[config.mk]
export PLATFORM = sky130hd
export DESIGN_NAME = seq_div
export DESIGN_NICKNAME = d
export VERILOG_FILES = /design/src/rtl/seq_arith_pkg.sv /design/src/rtl/seq_div_step.sv /design/src/rtl/seq_div.sv
export SDC_FILE = /design/constraint.sdc
export NUM_CORES = 1
export LEC_CHECK = 0
export ABC_AREA = 1
export BUFFER_PORTS_ARGS = -buffer_cell sky130_fd_sc_hd__buf_4
export CAP_MARGIN = 0
export CORE_ASPECT_RATIO = 0.75
export CORE_MARGIN = 2
export CORE_UTILIZATION = 31
export CTS_BUF_LIST = sky130_fd_sc_hd__clkbuf_16
export CTS_CLUSTER_DIAMETER = 40
export DETAILED_ROUTE_END_ITERATION = 12
export SLEW_MARGIN = 20
export SYNTH_ARGS = -nofsm -noshare
export SYNTH_HDL_FRONTEND = slang
export SYNTH_SLANG_ARGS = --single-unit
[constraint.sdc]
create_clock -name clk -period 2.6 [get_ports clk]
set_input_delay 0.13 -clock clk [delete_from_list [all_inputs] [get_ports clk]]
set_output_delay 0.13 -clock clk [all_outputs]
set_load 0.01 [all_outputs]
[src/rtl/seq_arith_pkg.sv]
`default_nettype none
// ============================================================================
//  Module      : seq_arith_pkg
//  Description : Shared definitions for the sequential arithmetic group
//                (shift-add multiplier and restoring divider): FSM state
//                encodings, default operand/counter widths and a
//                conditional two's-complement negate used for abs/negate.
//  Revision    : 1.0 - initial release
// ============================================================================
package seq_arith_pkg;

    // Default operand width and iteration counter width (clog2(WIDTH)+1)
    localparam int c_DEF_WIDTH    = 8;
    localparam int c_DEF_CTRWIDTH = 4;

    // Sequencer states
    localparam logic [2:0] c_ST_IDLE = 3'd0;
    localparam logic [2:0] c_ST_PREP = 3'd1;
    localparam logic [2:0] c_ST_ITER = 3'd2;
    localparam logic [2:0] c_ST_FIX  = 3'd3;
    localparam logic [2:0] c_ST_DONE = 3'd4;

    // Negate v when en is set, otherwise pass it through. Callers zero-extend
    // their operand to 64 bits and cast the result back to their width, so
    // passing en = msb yields the unsigned magnitude (-2^(W-1) -> 2^(W-1)).
    function automatic logic [63:0] cond_neg(input logic [63:0] v, input logic en);
        return en ? (~v + 64'd1) : v;
    endfunction

endpackage
`default_nettype wire

[src/rtl/seq_div_step.sv]
`default_nettype none
// ============================================================================
//  Module      : seq_div_step
//  Description : One combinational restoring-division step. Shifts the next
//                dividend bit into the partial remainder and subtracts the
//                divisor when it fits.
//  Ports       : i_rem     [WIDTH:0]   partial remainder
//                i_dq_msb              next dividend bit (dq msb)
//                i_divisor [WIDTH-1:0] divisor magnitude
//                o_rem     [WIDTH:0]   next partial remainder
//                o_q_bit               quotient bit produced by this step
//  Revision    : 1.0 - initial release
// ============================================================================
module seq_div_step #(
    parameter int WIDTH = 8
) (
    input  logic [WIDTH:0]   i_rem,
    input  logic             i_dq_msb,
    input  logic [WIDTH-1:0] i_divisor,
    output logic [WIDTH:0]   o_rem,
    output logic             o_q_bit
);

    logic [WIDTH:0] w_shift;
    logic [WIDTH:0] w_div_ext;
    logic           w_rem_msb_unused;

    // The remainder is always below the divisor, so its top bit is zero on
    // entry and falls off during the shift.
    assign w_rem_msb_unused = i_rem[WIDTH];
    assign w_shift          = {i_rem[WIDTH-1:0], i_dq_msb};
    assign w_div_ext        = {1'b0, i_divisor};

    always_comb begin
        o_q_bit = 1'b0;
        o_rem   = w_shift;
        if (w_shift >= w_div_ext) begin
            o_q_bit = 1'b1;
            o_rem   = w_shift - w_div_ext;
        end
    end

endmodule
`default_nettype wire

[src/rtl/seq_div.sv]
`default_nettype none
// ============================================================================
//  Module      : seq_div
//  Description : Sequential restoring divider, one quotient bit per cycle.
//                Result latency is WIDTH+2 cycles after start is sampled;
//                divide-by-zero results appear 2 cycles after start.
//  Config      : SEQ_DIV_SIGNED_EN defined   -> signed two's-complement
//                                               (truncating, remainder takes
//                                               the dividend's sign)
//                SEQ_DIV_SIGNED_EN undefined -> unsigned operands
//  Ports       : clk    clock, posedge
//                reset  synchronous active-high reset
//                start  request, sampled in IDLE or DONE only
//                a, b   dividend / divisor
//                q, r   quotient / remainder
//                rdy    result valid, held until the next accepted start
//                busy   high in PREP, ITER and FIX
//                dbz    divide-by-zero flag, valid while rdy is high
//  Revision    : 1.0 - initial release
// ============================================================================
module seq_div
    import seq_arith_pkg::*;
#(
    parameter int WIDTH    = c_DEF_WIDTH,
    parameter int CTRWIDTH = c_DEF_CTRWIDTH
) (
    input  logic             clk,
    input  logic             reset,
    input  logic             start,
    input  logic [WIDTH-1:0] a,
    input  logic [WIDTH-1:0] b,
    output logic [WIDTH-1:0] q,
    output logic [WIDTH-1:0] r,
    output logic             rdy,
    output logic             busy,
    output logic             dbz
);

    localparam logic [CTRWIDTH-1:0] c_LAST = CTRWIDTH'(WIDTH - 1);

    logic [2:0]          r_state, w_state_d;
    logic [WIDTH-1:0]    r_a, w_a_d;
    logic [WIDTH-1:0]    r_b, w_b_d;
    logic [WIDTH-1:0]    r_dq, w_dq_d;
    logic [WIDTH-1:0]    r_bmag, w_bmag_d;
    logic [WIDTH:0]      r_rem, w_rem_d;
    logic [CTRWIDTH-1:0] r_ctr, w_ctr_d;
    logic [WIDTH-1:0]    r_q, w_q_d;
    logic [WIDTH-1:0]    r_r, w_r_d;
    logic                r_rdy, w_rdy_d;
    logic                r_dbz, w_dbz_d;
`ifdef SEQ_DIV_SIGNED_EN
    logic                r_sign_q, w_sign_q_d;
    logic                r_sign_r, w_sign_r_d;
`endif

    logic [WIDTH:0]      w_step_rem;
    logic                w_step_bit;

    seq_div_step #(
        .WIDTH (WIDTH)
    ) u_step (
        .i_rem     (r_rem),
        .i_dq_msb  (r_dq[WIDTH-1]),
        .i_divisor (r_bmag),
        .o_rem     (w_step_rem),
        .o_q_bit   (w_step_bit)
    );

    always_comb begin
        w_state_d = r_state;
        w_a_d     = r_a;
        w_b_d     = r_b;
        w_dq_d    = r_dq;
        w_bmag_d  = r_bmag;
        w_rem_d   = r_rem;
        w_ctr_d   = r_ctr;
        w_q_d     = r_q;
        w_r_d     = r_r;
        w_rdy_d   = r_rdy;
        w_dbz_d   = r_dbz;
`ifdef SEQ_DIV_SIGNED_EN
        w_sign_q_d = r_sign_q;
        w_sign_r_d = r_sign_r;
`endif
        case (r_state)
            c_ST_IDLE: begin
                if (start) begin
                    w_a_d     = a;
                    w_b_d     = b;
                    w_state_d = c_ST_PREP;
                end
            end
            c_ST_PREP: begin
`ifdef SEQ_DIV_SIGNED_EN
                w_sign_q_d = r_a[WIDTH-1] ^ r_b[WIDTH-1];
                w_sign_r_d = r_a[WIDTH-1];
                w_dq_d     = WIDTH'(cond_neg(64'(r_a), r_a[WIDTH-1]));
                w_bmag_d   = WIDTH'(cond_neg(64'(r_b), r_b[WIDTH-1]));
`else
                w_dq_d     = r_a;
                w_bmag_d   = r_b;
`endif
                w_rem_d = '0;
                w_ctr_d = '0;
                // A zero divisor skips the iterations; FIX publishes the
                // divide-by-zero result so every result leaves from FIX.
                w_state_d = (r_b == '0) ? c_ST_FIX : c_ST_ITER;
            end
            c_ST_ITER: begin
                w_rem_d = w_step_rem;
                w_dq_d  = {r_dq[WIDTH-2:0], w_step_bit};
                w_ctr_d = r_ctr + CTRWIDTH'(1);
                if (r_ctr == c_LAST) begin
                    w_state_d = c_ST_FIX;
                end
            end
            c_ST_FIX: begin
                // |b| is zero exactly when b was zero
                if (r_bmag == '0) begin
                    w_q_d   = '1;
                    w_r_d   = r_a;
                    w_dbz_d = 1'b1;
                end else begin
`ifdef SEQ_DIV_SIGNED_EN
                    w_q_d = WIDTH'(cond_neg(64'(r_dq), r_sign_q));
                    w_r_d = WIDTH'(cond_neg(64'(r_rem[WIDTH-1:0]), r_sign_r));
`else
                    w_q_d = r_dq;
                    w_r_d = r_rem[WIDTH-1:0];
`endif
                    w_dbz_d = 1'b0;
                end
                w_rdy_d   = 1'b1;
                w_state_d = c_ST_DONE;
            end
            c_ST_DONE: begin
                if (start) begin
                    w_a_d     = a;
                    w_b_d     = b;
                    w_rdy_d   = 1'b0;
                    w_state_d = c_ST_PREP;
                end
            end
            default: begin
                w_state_d = c_ST_IDLE;
            end
        endcase
    end

    always_ff @(posedge clk) begin
        if (reset) begin
            r_state <= c_ST_IDLE;
            r_a     <= '0;
            r_b     <= '0;
            r_dq    <= '0;
            r_bmag  <= '0;
            r_rem   <= '0;
            r_ctr   <= '0;
            r_q     <= '0;
            r_r     <= '0;
            r_rdy   <= 1'b0;
            r_dbz   <= 1'b0;
        end else begin
            r_state <= w_state_d;
            r_a     <= w_a_d;
            r_b     <= w_b_d;
            r_dq    <= w_dq_d;
            r_bmag  <= w_bmag_d;
            r_rem   <= w_rem_d;
            r_ctr   <= w_ctr_d;
            r_q     <= w_q_d;
            r_r     <= w_r_d;
            r_rdy   <= w_rdy_d;
            r_dbz   <= w_dbz_d;
        end
    end

`ifdef SEQ_DIV_SIGNED_EN
    always_ff @(posedge clk) begin
        if (reset) begin
            r_sign_q <= 1'b0;
            r_sign_r <= 1'b0;
        end else begin
            r_sign_q <= w_sign_q_d;
            r_sign_r <= w_sign_r_d;
        end
    end
`endif

    assign q    = r_q;
    assign r    = r_r;
    assign rdy  = r_rdy;
    assign dbz  = r_dbz;
    assign busy = (r_state == c_ST_PREP) || (r_state == c_ST_ITER) ||
                  (r_state == c_ST_FIX);

endmodule
`default_nettype wire

==> reports/qor.yml, run 1 <==
dieArea_sq_um: 10900
async_flop_share_pct: 0
dieWidth_um: 120
fin_crit_sh_pct: 71.4
p_leak_nw: 1.73
grt_first_pass_wirelength_um: 12700
syn_to_final_growth_pct: 23.0
cts_tree: "done"
clkSinkCount: 65
yosys.area.top_type: "dfxtp_1"
rsz0062_at_grt: "no"
synth_area_leaders: "dfxtp_1 (42%), nand2_1 (8.8%), inv_1 (6.3%), nor2_1 (4.9%), o21ai_0 (4.7%)"
ant_nets: 0
firstDrtPassIters: 4
synth_seq_cells: 65
vdd_drop_max_mv: 0.574
synth.avg_cell_area_sq_um: 7.55
fin_ws_ns: 0.744
clk_pin_slew_worst_paths_ns: 0.05
grt_pass1_vias: 2538
place_ws_ns: 0.715
cts_hold_buf: 0
cts_made_buffers: 9
netlist-cell-type-count: 39
gp_congestion: 0.863
io_pins: 38
root_buffer: "clkbuf_16"
worstPathRequired_ns: 2.83
max-slew-margin-rel_pct: 50.2
synth_most_common_cell: "nand2_1"
power_density_nw_per_um2: 1490
initial_utilization_pct: 32.0
drt-total-wl_um: 7810
total_power_mw: 5.71
synthesis.area_sq_um: 3120
via_per_inst: 4.80
fin_nets: 476
end_kind: "register"
holdCritPathClass: "in -> reg"
grt_max_degree: 31
die_y_um: 90.9
routedWlPerCell_um: 13.4
worstPathArrival_ns: 2.08
coreArea_sq_um: 9740
worst_pin_slew_ns: 0.742
setup_viol: 0
skew_ns: 0.00434
max_freq_mhz: 539
cp_max_fo: 24
hold_viol: 0
drc: 0
num_rows: 31
antenna_found_initial: 0
clockBufferDepth: 2
clk_latency_ns: 0.33
synth_edf_count: 0
dp_hpwl_um: 5710
gr-usage-all-layers_pct: 15.0
io_buffers: 37
period_minus_slack_ns: 1.86
ys.flop_type: "dfxtp_1"
drive_gt1_share_pct: 18.6
cap_viol_max_count: 0
cts_setup_buffers: 0
rrSetupSlack_ns: 0.74
ys_seq_area_share_pct: 41.7
gr-total-overflow: 0
yosysWarnings: 0
syn_inst: 413
netlist_top_cells_count: "nand2_1 (73), dfxtp_1 (65), inv_1 (52), nor2_1 (41), o21ai_0 (29)"
outcome: "finished, final reports clean"
n_antenna_cell: 0
final-max-slew-violation-count: 0
critPathKind: "reg -> reg"
cts_resized: 0
setup_tns_ns: 0
start_kind: "register"
vias: 2806
drt_iter0_drc: 131
yosys.area.top_type_share_pct: 41.7
syn_nets: 442
cts_max_level: 3
area by class of cell:
class,count,area [sq um]
tap,132,165
clock inverter,7,110
fill,996,5900
timing repair buffer,41,308
clock buffer,9,225
inverter,64,244
multi-input combinational,266,1480
sequential,65,1300
final timing paths:
path	from	end	cells after the start
worst min register to register	r_b[7]	r_b[7]	2
worst max register to register	r_state[1]	r_state[0]	7
worst max-delay path	r_state[1]	r_state[0]	7
worst min-delay path	b[5]	r_b[5]	3
sequential cells by signal (all words and copies together) (netlist names):
signal and count:
r 8, q 8, r_ctr 4, r_rem 8
r_state 3, r_dq 8, r_b 8, r_bmag 8
dbz 1, rdy 1, r_a 8
cells in the final DEF, fill, tap and decap left out, types with 2 or more instances in the layout:
| cell type | instances |
|---|---|
| nand2_1 | 73 |
| dfxtp_1 | 65 |
| inv_1 | 53 |
| nor2_1 | 41 |
| buf_4 | 41 |
| o21ai_0 | 29 |
| a21oi_1 | 26 |
| nand3_1 | 21 |
| o211ai_1 | 12 |
| ha_1 | 9 |
| clkbuf_16 | 9 |
| inv_2 | 8 |
| o221ai_1 | 8 |
| nand4_1 | 7 |
| a31oi_1 | 6 |
| nand2_2 | 5 |
| o21ai_1 | 5 |
| clkinv_1 | 4 |
| nand2_4 | 3 |
| nor3_2 | 3 |
| bufinv_16 | 3 |
| nand3_4 | 2 |
| a221oi_1 | 2 |
| xnor2_1 | 2 |
power breakdown:
part	switching (mW)	total [mW]	internal [mW]
clock	0.434	1.36	0.927
sequential	0.193	1.43	1.24
combinational	1.94	2.92	0.983
total	2.57	5.71	3.15
layer usage:
metal	routed length, um	track usage, %	share of wire, %	vias up
li1	-	-	-	1436
met1	4190	21.7	54	1274
met2	3070	21.0	39	86
met3	460	5.18	5.9	10
met4	85	3.92	1.1	0
met5	0	0	0	-
metrics by stage:
stage               hold slack, ns  instance area, sq um  std cells  util [%]
floorplan                    0.297                  3120        413         -
global placement             0.383                  3500        568      35.9
detailed placement           0.390                  3500        568      35.9
CTS                         0.0442                  3830        584      39.4
global route                0.0479                  3830        584      39.4
finish                      0.0501                  3830        584      39.4
logic make-up (layout without fill, tap and decap cells):
kind of cell | Yosys count | in the layout | synth area share (%)
fa+ha+maj | 10 | 10 | 4.25
xor+xnor | 2 | 2 | 0.562
flops | 65 | 65 | 41.7
simple gates | 162 | 162 | 24.6
buf+inv | 82 | 121 | 10.8
compound gates | 92 | 92 | 18.1
critical path, cell delays in order, from the launching register on:
cell     delay (ns)
dfxtp_1        0.42
nor2_1         0.08
nand2_1        0.49
inv_1          0.33
o21ai_0        0.26
nor2_1         0.06
o21ai_1        0.07
inv_1          0.05
(Power assumes the default switching activity.)
==> run 2: changes to the inputs <==
==> constraint.sdc (replaced) <==
create_clock -name clk -period 1.7 [get_ports clk]
set_input_delay 0.085 -clock clk [delete_from_list [all_inputs] [get_ports clk]]
set_output_delay 0.085 -clock clk [all_outputs]
set_load 0.01 [all_outputs]
==> run 2 against run 1 <==
Setup slack lost 0.69 ns. Core utilization up 3.8 points. Flip-flop and latch count stayed put. Clock power grew 39%. Sequential share of layout area shrank 2.8 points. Die area stayed put. Global-route usage is 0.63 points higher. Final cell count is 4.6% higher. Critical path type unchanged. Critical endpoint is now r_rem[6]. Largest power group unchanged.
==> reports/qor.yml, run 2 (synthesized netlist as in run 1, its figures left out) <==
outcome: "finished, final reports clean"  # unchanged
cts_tree: "done"  # unchanged
worstPathArrival_ns: 1.87  # was 2.08 ns
slowest_delay_ns: 0.31  # was 0.49 ns
syn_to_final_growth_pct: 34.9  # was 23.0%
critPathKind: "reg -> reg"  # unchanged
min_to: "r_a[6]"  # was r_b[5]
initial_utilization_pct: 32.0  # unchanged
final_util_pct: 43.2  # was 39.4%
worstRegToRegCells: 11  # was 7
routedWlPerCell_um: 13.3  # was 13.4 um
power_density_nw_per_um2: 2460  # was 1490 nW/um^2
gr-usage-all-layers_pct: 15.6  # was 15.0%
fin_nets: 503  # was 476
max_freq_mhz: 607  # was 539 MHz
grt_pass1_vias: 2724  # was 2538
holdPathStages: 3  # unchanged
multi_input_area_sq_um: 1660  # was 1480 sq um
holdCritPathClass: "in -> reg"  # unchanged
rrSetupSlack_ns: 0.05  # was 0.74 ns
clockBufferDepth: 2  # unchanged
drc: 0  # unchanged
globalRouteMet3Util_pct: 4.99  # was 5.18%
top_usage_layer: "met1"  # unchanged
root_buffer: "clkbuf_16"  # unchanged
nFillCells: 987  # was 996
drt_iter0_drc: 154  # was 131
cap_viol_max_count: 0  # unchanged
power_frac_seq_pct: 21.7  # was 25.0%
dp_hpwl_um: 5990  # was 5710 um
pwr-share-clk_pct: 18.3  # was 23.8%
die_y_um: 90.9  # unchanged
fin_crit_sh_pct: 96.9  # was 71.4%
regArea_sq_um: 1310  # was 1300 sq um
cp_max_fo: 5  # was 24
n_antenna_cell: 0  # unchanged
grt_first_pass_wirelength_um: 13300  # was 12700 um
stdcell_area_sq_um: 4210  # was 3830 sq um
max-slew-margin-rel_pct: 77.0  # was 50.2%
ant_nets: 0  # unchanged
hold_viol: 0  # unchanged
grt_max_degree: 30  # was 31
use_met1_pct: 22.9  # was 21.7%
worstPathRequired_ns: 1.92  # was 2.83 ns
p_sw_share_pct: 43.9  # was 44.9%
period_minus_slack_ns: 1.65  # was 1.86 ns
final-max-slew-violation-count: 0  # unchanged
p_leak_nw: 1.88  # was 1.73 nW
firstDrtPassIters: 5  # was 4
io_pins: 38  # unchanged
cp_common_cell: "inv_1"
dieWidth_um: 120  # unchanged
slowest_stage: "ha_4"  # was nand2_1
drive_gt1_share_pct: 29.4  # was 18.6%
dieArea_sq_um: 10900  # unchanged
reg2reg_to: "r_rem[6]"  # was r_state[0]
clk_latency_ns: 0.33  # about the same
crit_chain: "inv_1 -> ha_4 -> nand2_2 -> nor2_4 -> a21oi_4 -> buf_12 -> buf_6 -> nand4_1 -> nand3_1 -> nand2_1 -> inv_1"  # was nor2_1 -> nand2_1 -> inv_1 -> o21ai_0 -> nor2_1 -> o21ai_1 -> inv_1
worst_pin_slew_ns: 0.341  # was 0.742 ns
final_cell_mix: "nand2_1 (67), buf_4 (63), dfxtp_1 (58)"  # was nand2_1 (73), dfxtp_1 (65), inv_1 (53)
setup_viol: 0  # unchanged
clkSinkCount: 65  # unchanged
rr_startpoint: "r_bmag[4]"  # was r_state[1]
antenna_found_initial: 0  # unchanged
comb_power_share_pct: 60.0  # was 51.1%
vias: 2946  # was 2806
final_common_cell: "nand2_1"  # unchanged
holdCritStartpoint: "a[6]"  # was b[5]
io_buffers: 37  # unchanged
drt-total-wl_um: 8150  # was 7810 um
skew_ns: 0.00627  # was 0.00434 ns
gr-total-overflow: 0  # unchanged
cts_max_level: 3  # unchanged
globalRouteMet2Util_pct: 21.8  # was 21.0%
clk_pin_slew_worst_paths_ns: 0.05  # about the same
total_power_mw: 10.3  # was 5.71 mW
final_cells: 611  # was 584
via_per_inst: 4.82  # was 4.80
power.internal_mw: 5.81  # was 3.15 mW
cts_made_buffers: 9  # unchanged
setup_tns_ns: 0  # unchanged
num_rows: 31  # unchanged
vdd_drop_max_mv: 1.03  # was 0.574 mV
gp_congestion: 0.834  # was 0.863
start_kind: "register"  # unchanged
coreArea_sq_um: 9740  # unchanged
place_area_sq_um: 3660  # was 3500 sq um
end_kind: "register"  # unchanged
dp.cells: 590  # was 568
p_switching_mw: 4.54  # was 2.57 mW
rsz0062_at_grt: "yes"  # was no
run 2: cell count changes in the layout (fill, tap and decap cells not counted), sizes merged:
| cell | change |
|---|---|
| buf | +25 |
| inv | +3 |
| clkinv | -2 |
| bufinv | -1 |
| dlygate4sd3 | +1 |
| nand2 | +1 |
run 2: what timing repair did:
item	in CTS	in global routing
setup endpoints to repair	5	20
setup buffers	2	1
hold buffers	1	0
gates cloned	0	1
endpoints found under the hold margin	1	0
gates resized for setup	5	36
pin swaps	0	12
run 2: power by group through the flow:
stage	combinational, mW	sequential [mW]	clock [mW]
after floorplan	3.63	2.14	0
after global placement	4.66	2.19	0
after detailed placement	4.69	2.21	0
after CTS	5.19	2.19	1.92
after global routing	6.83	2.28	1.99
final	6.21	2.24	1.89
run 2: cell type report:
type,count,share of cell area (%)
multi-input cells,267,39.4
well taps,132,3.93
clock buffers,9,5.36
clock inverters,7,1.87
repair buffers,67,12.5
inverters,64,5.80
flip-flops and latches,65,31.2
run 2: worst max path at each step:
stage | slack [ns] | start | cells after the start | to
after global routing | -0.06 | r_dq[7] | 12 | r_rem[6]
final | 0.05 | r_bmag[4] | 11 | r_rem[6]
after detailed placement | -0.04 | r_bmag[2] | 11 | r_rem[2]
after CTS | 0.02 | r_dq[7] | 8 | r_rem[4]
after floorplan | 0.02 | r_bmag[2] | 12 | r_rem[3]
after global placement | -0.04 | r_dq[7] | 8 | r_rem[4]
run 2: stage by stage:
stage | hold WS (ns) | setup slack, ns
floorplan | 0.252 | 0.0236
global placement | 0.341 | -0.0383
detailed placement | 0.344 | -0.0364
CTS | 0.00357 | 0.0174
global route | 0.0112 | -0.0554
finish | 0.0127 | 0.0530
run 2: critical path: cells and delay by family (launching register included):
kind | cells | cell delay, ns
DFF | 1 | 0.30
AOI/OAI and AO/OA | 1 | 0.08
adders and majority gates | 1 | 0.31
and+or+nand+nor | 5 | 0.46
buffers and inverters | 4 | 0.39
run 2: routing by layer:
metal	vias up	share of wire, %
met5	-	0
met4	0	0.58
met3	5	6.2
met2	91	42
met1	1356	51
li1	1494	-
==> run 3: changes to the inputs <==
--- a/config.mk
+++ b/config.mk
@@ -6,14 +6,15 @@
 export NUM_CORES = 1
 export LEC_CHECK = 0
 export ABC_AREA = 1
-export BUFFER_PORTS_ARGS = -buffer_cell sky130_fd_sc_hd__buf_4
+export BUFFER_PORTS_ARGS = -buffer_cell sky130_fd_sc_hd__buf_2
 export CAP_MARGIN = 0
 export CORE_ASPECT_RATIO = 0.75
 export CORE_MARGIN = 2
-export CORE_UTILIZATION = 31
+export CORE_UTILIZATION = 45
 export CTS_BUF_LIST = sky130_fd_sc_hd__clkbuf_16
 export CTS_CLUSTER_DIAMETER = 40
 export DETAILED_ROUTE_END_ITERATION = 12
+export PLACE_DENSITY = 0.67
 export SLEW_MARGIN = 20
 export SYNTH_ARGS = -nofsm -noshare
 export SYNTH_HDL_FRONTEND = slang
==> run 3 against run 2 <==
The run now ends with negative setup slack left. Total power down 0.73%. Non-clock buffer count up 2. Wire length is 0.15% higher. Final cell count shrank 7.5%. Die area fell by 30%. Flip-flop and latch count unchanged. Register-to-register slack got worse by 0.06 ns.
==> reports/qor.yml, run 3 (synthesized netlist as in run 1, its figures left out) <==
end_kind: "register"  # unchanged
final-max-slew-violation-count: 0  # unchanged
clkSinkCount: 65  # unchanged
drt-total-wl_um: 8170  # was 8150 um
period_minus_slack_ns: 1.71  # was 1.65 ns
worstPathArrival_ns: 1.98  # was 1.87 ns
clk_latency_ns: 0.33  # about the same
cts_max_level: 3  # unchanged
drive_gt1_share_pct: 30.4  # was 29.4%
gp_congestion: 0.926  # was 0.834
cp_max_fo: 5  # unchanged
failed_checks: "negative setup slack"
total_power_mw: 10.3  # about the same
fin_nets: 505  # was 503
cts_hold_buf: 0  # was 1
drt_iter0_drc: 214  # was 154
vias: 2980  # was 2946
worst_pin_slew_ns: 0.398  # was 0.341 ns
routedWlPerCell_um: 14.5  # was 13.3 um
fin_ws_ns: -0.00593  # was 0.0530 ns
syn_to_final_growth_pct: 29.6  # was 34.9%
outcome: "finished with violations"  # was finished, final reports clean
max-slew-margin-rel_pct: 73.4  # was 77.0%
grt_first_pass_wirelength_um: 13300  # unchanged
max_freq_mhz: 586  # was 607 MHz
firstDrtPassIters: 5  # unchanged
dp.cells: 545  # was 590
root_buffer: "clkbuf_16"  # unchanged
cts_tree: "done"  # unchanged
dieArea_sq_um: 7620  # was 10900 sq um
final_common_cell: "nand2_1"  # unchanged
n_antenna_cell: 0  # unchanged
io_pins: 38  # unchanged
clk_pin_slew_worst_paths_ns: 0.06  # was 0.05 ns
dieWidth_um: 100  # was 120 um
p_leak_nw: 1.84  # was 1.88 nW
p_sw_share_pct: 45.4  # was 43.9%
antenna_found_initial: 0  # unchanged
num_rows: 26  # was 31
gr-total-overflow: 0  # unchanged
grt_max_degree: 21  # was 30
power_density_nw_per_um2: 2540  # was 2460 nW/um^2
power.internal_mw: 5.61  # was 5.81 mW
initial_utilization_pct: 46.1  # was 32.0%
start_kind: "register"  # unchanged
gr-usage-all-layers_pct: 22.3  # was 15.6%
drc: 0  # unchanged
critPathKind: "reg -> reg"  # unchanged
final_cells: 565  # was 611
worstPathRequired_ns: 1.97  # was 1.92 ns
comb_power_share_pct: 60.6  # was 60.0%
power_frac_seq_pct: 21.6  # was 21.7%
ant_nets: 0  # unchanged
cts_made_buffers: 9  # unchanged
grt_pass1_vias: 2729  # was 2724
io_buffers: 37  # unchanged
setup_viol: 1  # was 0
via_per_inst: 5.27  # was 4.82
dp_hpwl_um: 5790  # was 5990 um
die_y_um: 76.1  # was 90.9 um
coreArea_sq_um: 6770  # was 9740 sq um
cap_viol_max_count: 0  # unchanged
vdd_drop_max_mv: 1.10  # was 1.03 mV
p_switching_mw: 4.66  # was 4.54 mW
fin_crit_sh_pct: 100  # was 96.9%
holdCritPathClass: "in -> reg"  # unchanged
rsz0062_at_grt: "yes"  # unchanged
clockBufferDepth: 2  # unchanged
hold_viol: 0  # unchanged
pwr-share-clk_pct: 17.7  # was 18.3%
final_cell_mix: "nand2_1 (65), dfxtp_1 (59), inv_1 (46)"  # was nand2_1 (67), buf_4 (63), dfxtp_1 (58)
skew_ns: 0.00492  # was 0.00627 ns
## run 3: cell types whose count changed in the layout (fill, tap and decap cells not counted), moves of 2 or more
cell and delta:
clkinvlp_4 +3, buf_2 +37, inv_1 -3, nand2_1 -2, nand2_2 +2, buf_4 -34
## run 3: cell type report
cell class | instances | area [sq um]
clock buffers | 9 | 225
fillers | 620 | 2730
well taps | 84 | 105
repair buffers | 69 | 437
multi-input cells | 267 | 1650
inverters | 64 | 244
flip-flops and latches | 65 | 1310
clock inverters | 7 | 70.1
## run 3: final timing paths
kind / from / end / slack [ns] / cells after the start
worst max-delay path: r_rem[5] / r_rem[3] / -0.006 / 11
worst min-delay path: b[5] / r_b[5] / 0.005 / 3
worst max register to register: r_rem[5] / r_rem[3] / -0.006 / 11
worst min register to register: r_b[1] / r_b[1] / 0.48 / 2
## run 3: what timing repair did
action | CTS | global route
pin swaps | 0 | 19
cloned | 0 | 1
gates resized for setup | 2 | 39
setup endpoints to repair | 5 | 9
setup buffers | 0 | 3
## run 3: power by group through the flow
stage	Clock [mW]	Combinational (mW)	Sequential (mW)
after detailed placement	0	4.78	2.19
after CTS	1.85	4.84	2.16
after floorplan	0	3.63	2.14
final	1.82	6.22	2.22
after global routing	1.91	6.78	2.26
after global placement	0	4.75	2.18
## run 3: critical path: stages, from the launching register on
cell and delay [ns]:
dfxtp_2 0.34, ha_4 0.27, nand2_2 0.07, nand2_2 0.07, nand2_2 0.07, nand2_2 0.06
a21oi_4 0.27, nand2_8 0.10, buf_6 0.13, nor3_2 0.12, nor2_1 0.08, nor2_1 0.07
## run 3: metal layers
metal / vias to the layer above / routed length (um) / global-route usage [%]
met5: - / 0 / 0
met4: 0 / 146 / 7.67
met3: 17 / 678 / 6.79
met2: 114 / 3320 / 29.9
met1: 1357 / 4030 / 33.6
li1: 1492 / - / -
## run 3: metrics by stage
stage	util, %	setup TNS (ns)	hold WS [ns]	setup slack (ns)	cell area [sq um]
finish	59.7	-0.00593	0.00529	-0.00593	4040
detailed placement	52.2	-0.0950	0.350	-0.0546	3530
global route	59.7	-0.302	0.0158	-0.0528	4040
floorplan	-	0	0.252	0.0236	3120
global placement	52.2	-0.00266	0.338	-0.00266	3530
CTS	56.8	-0.0220	0.00414	-0.0220	3840
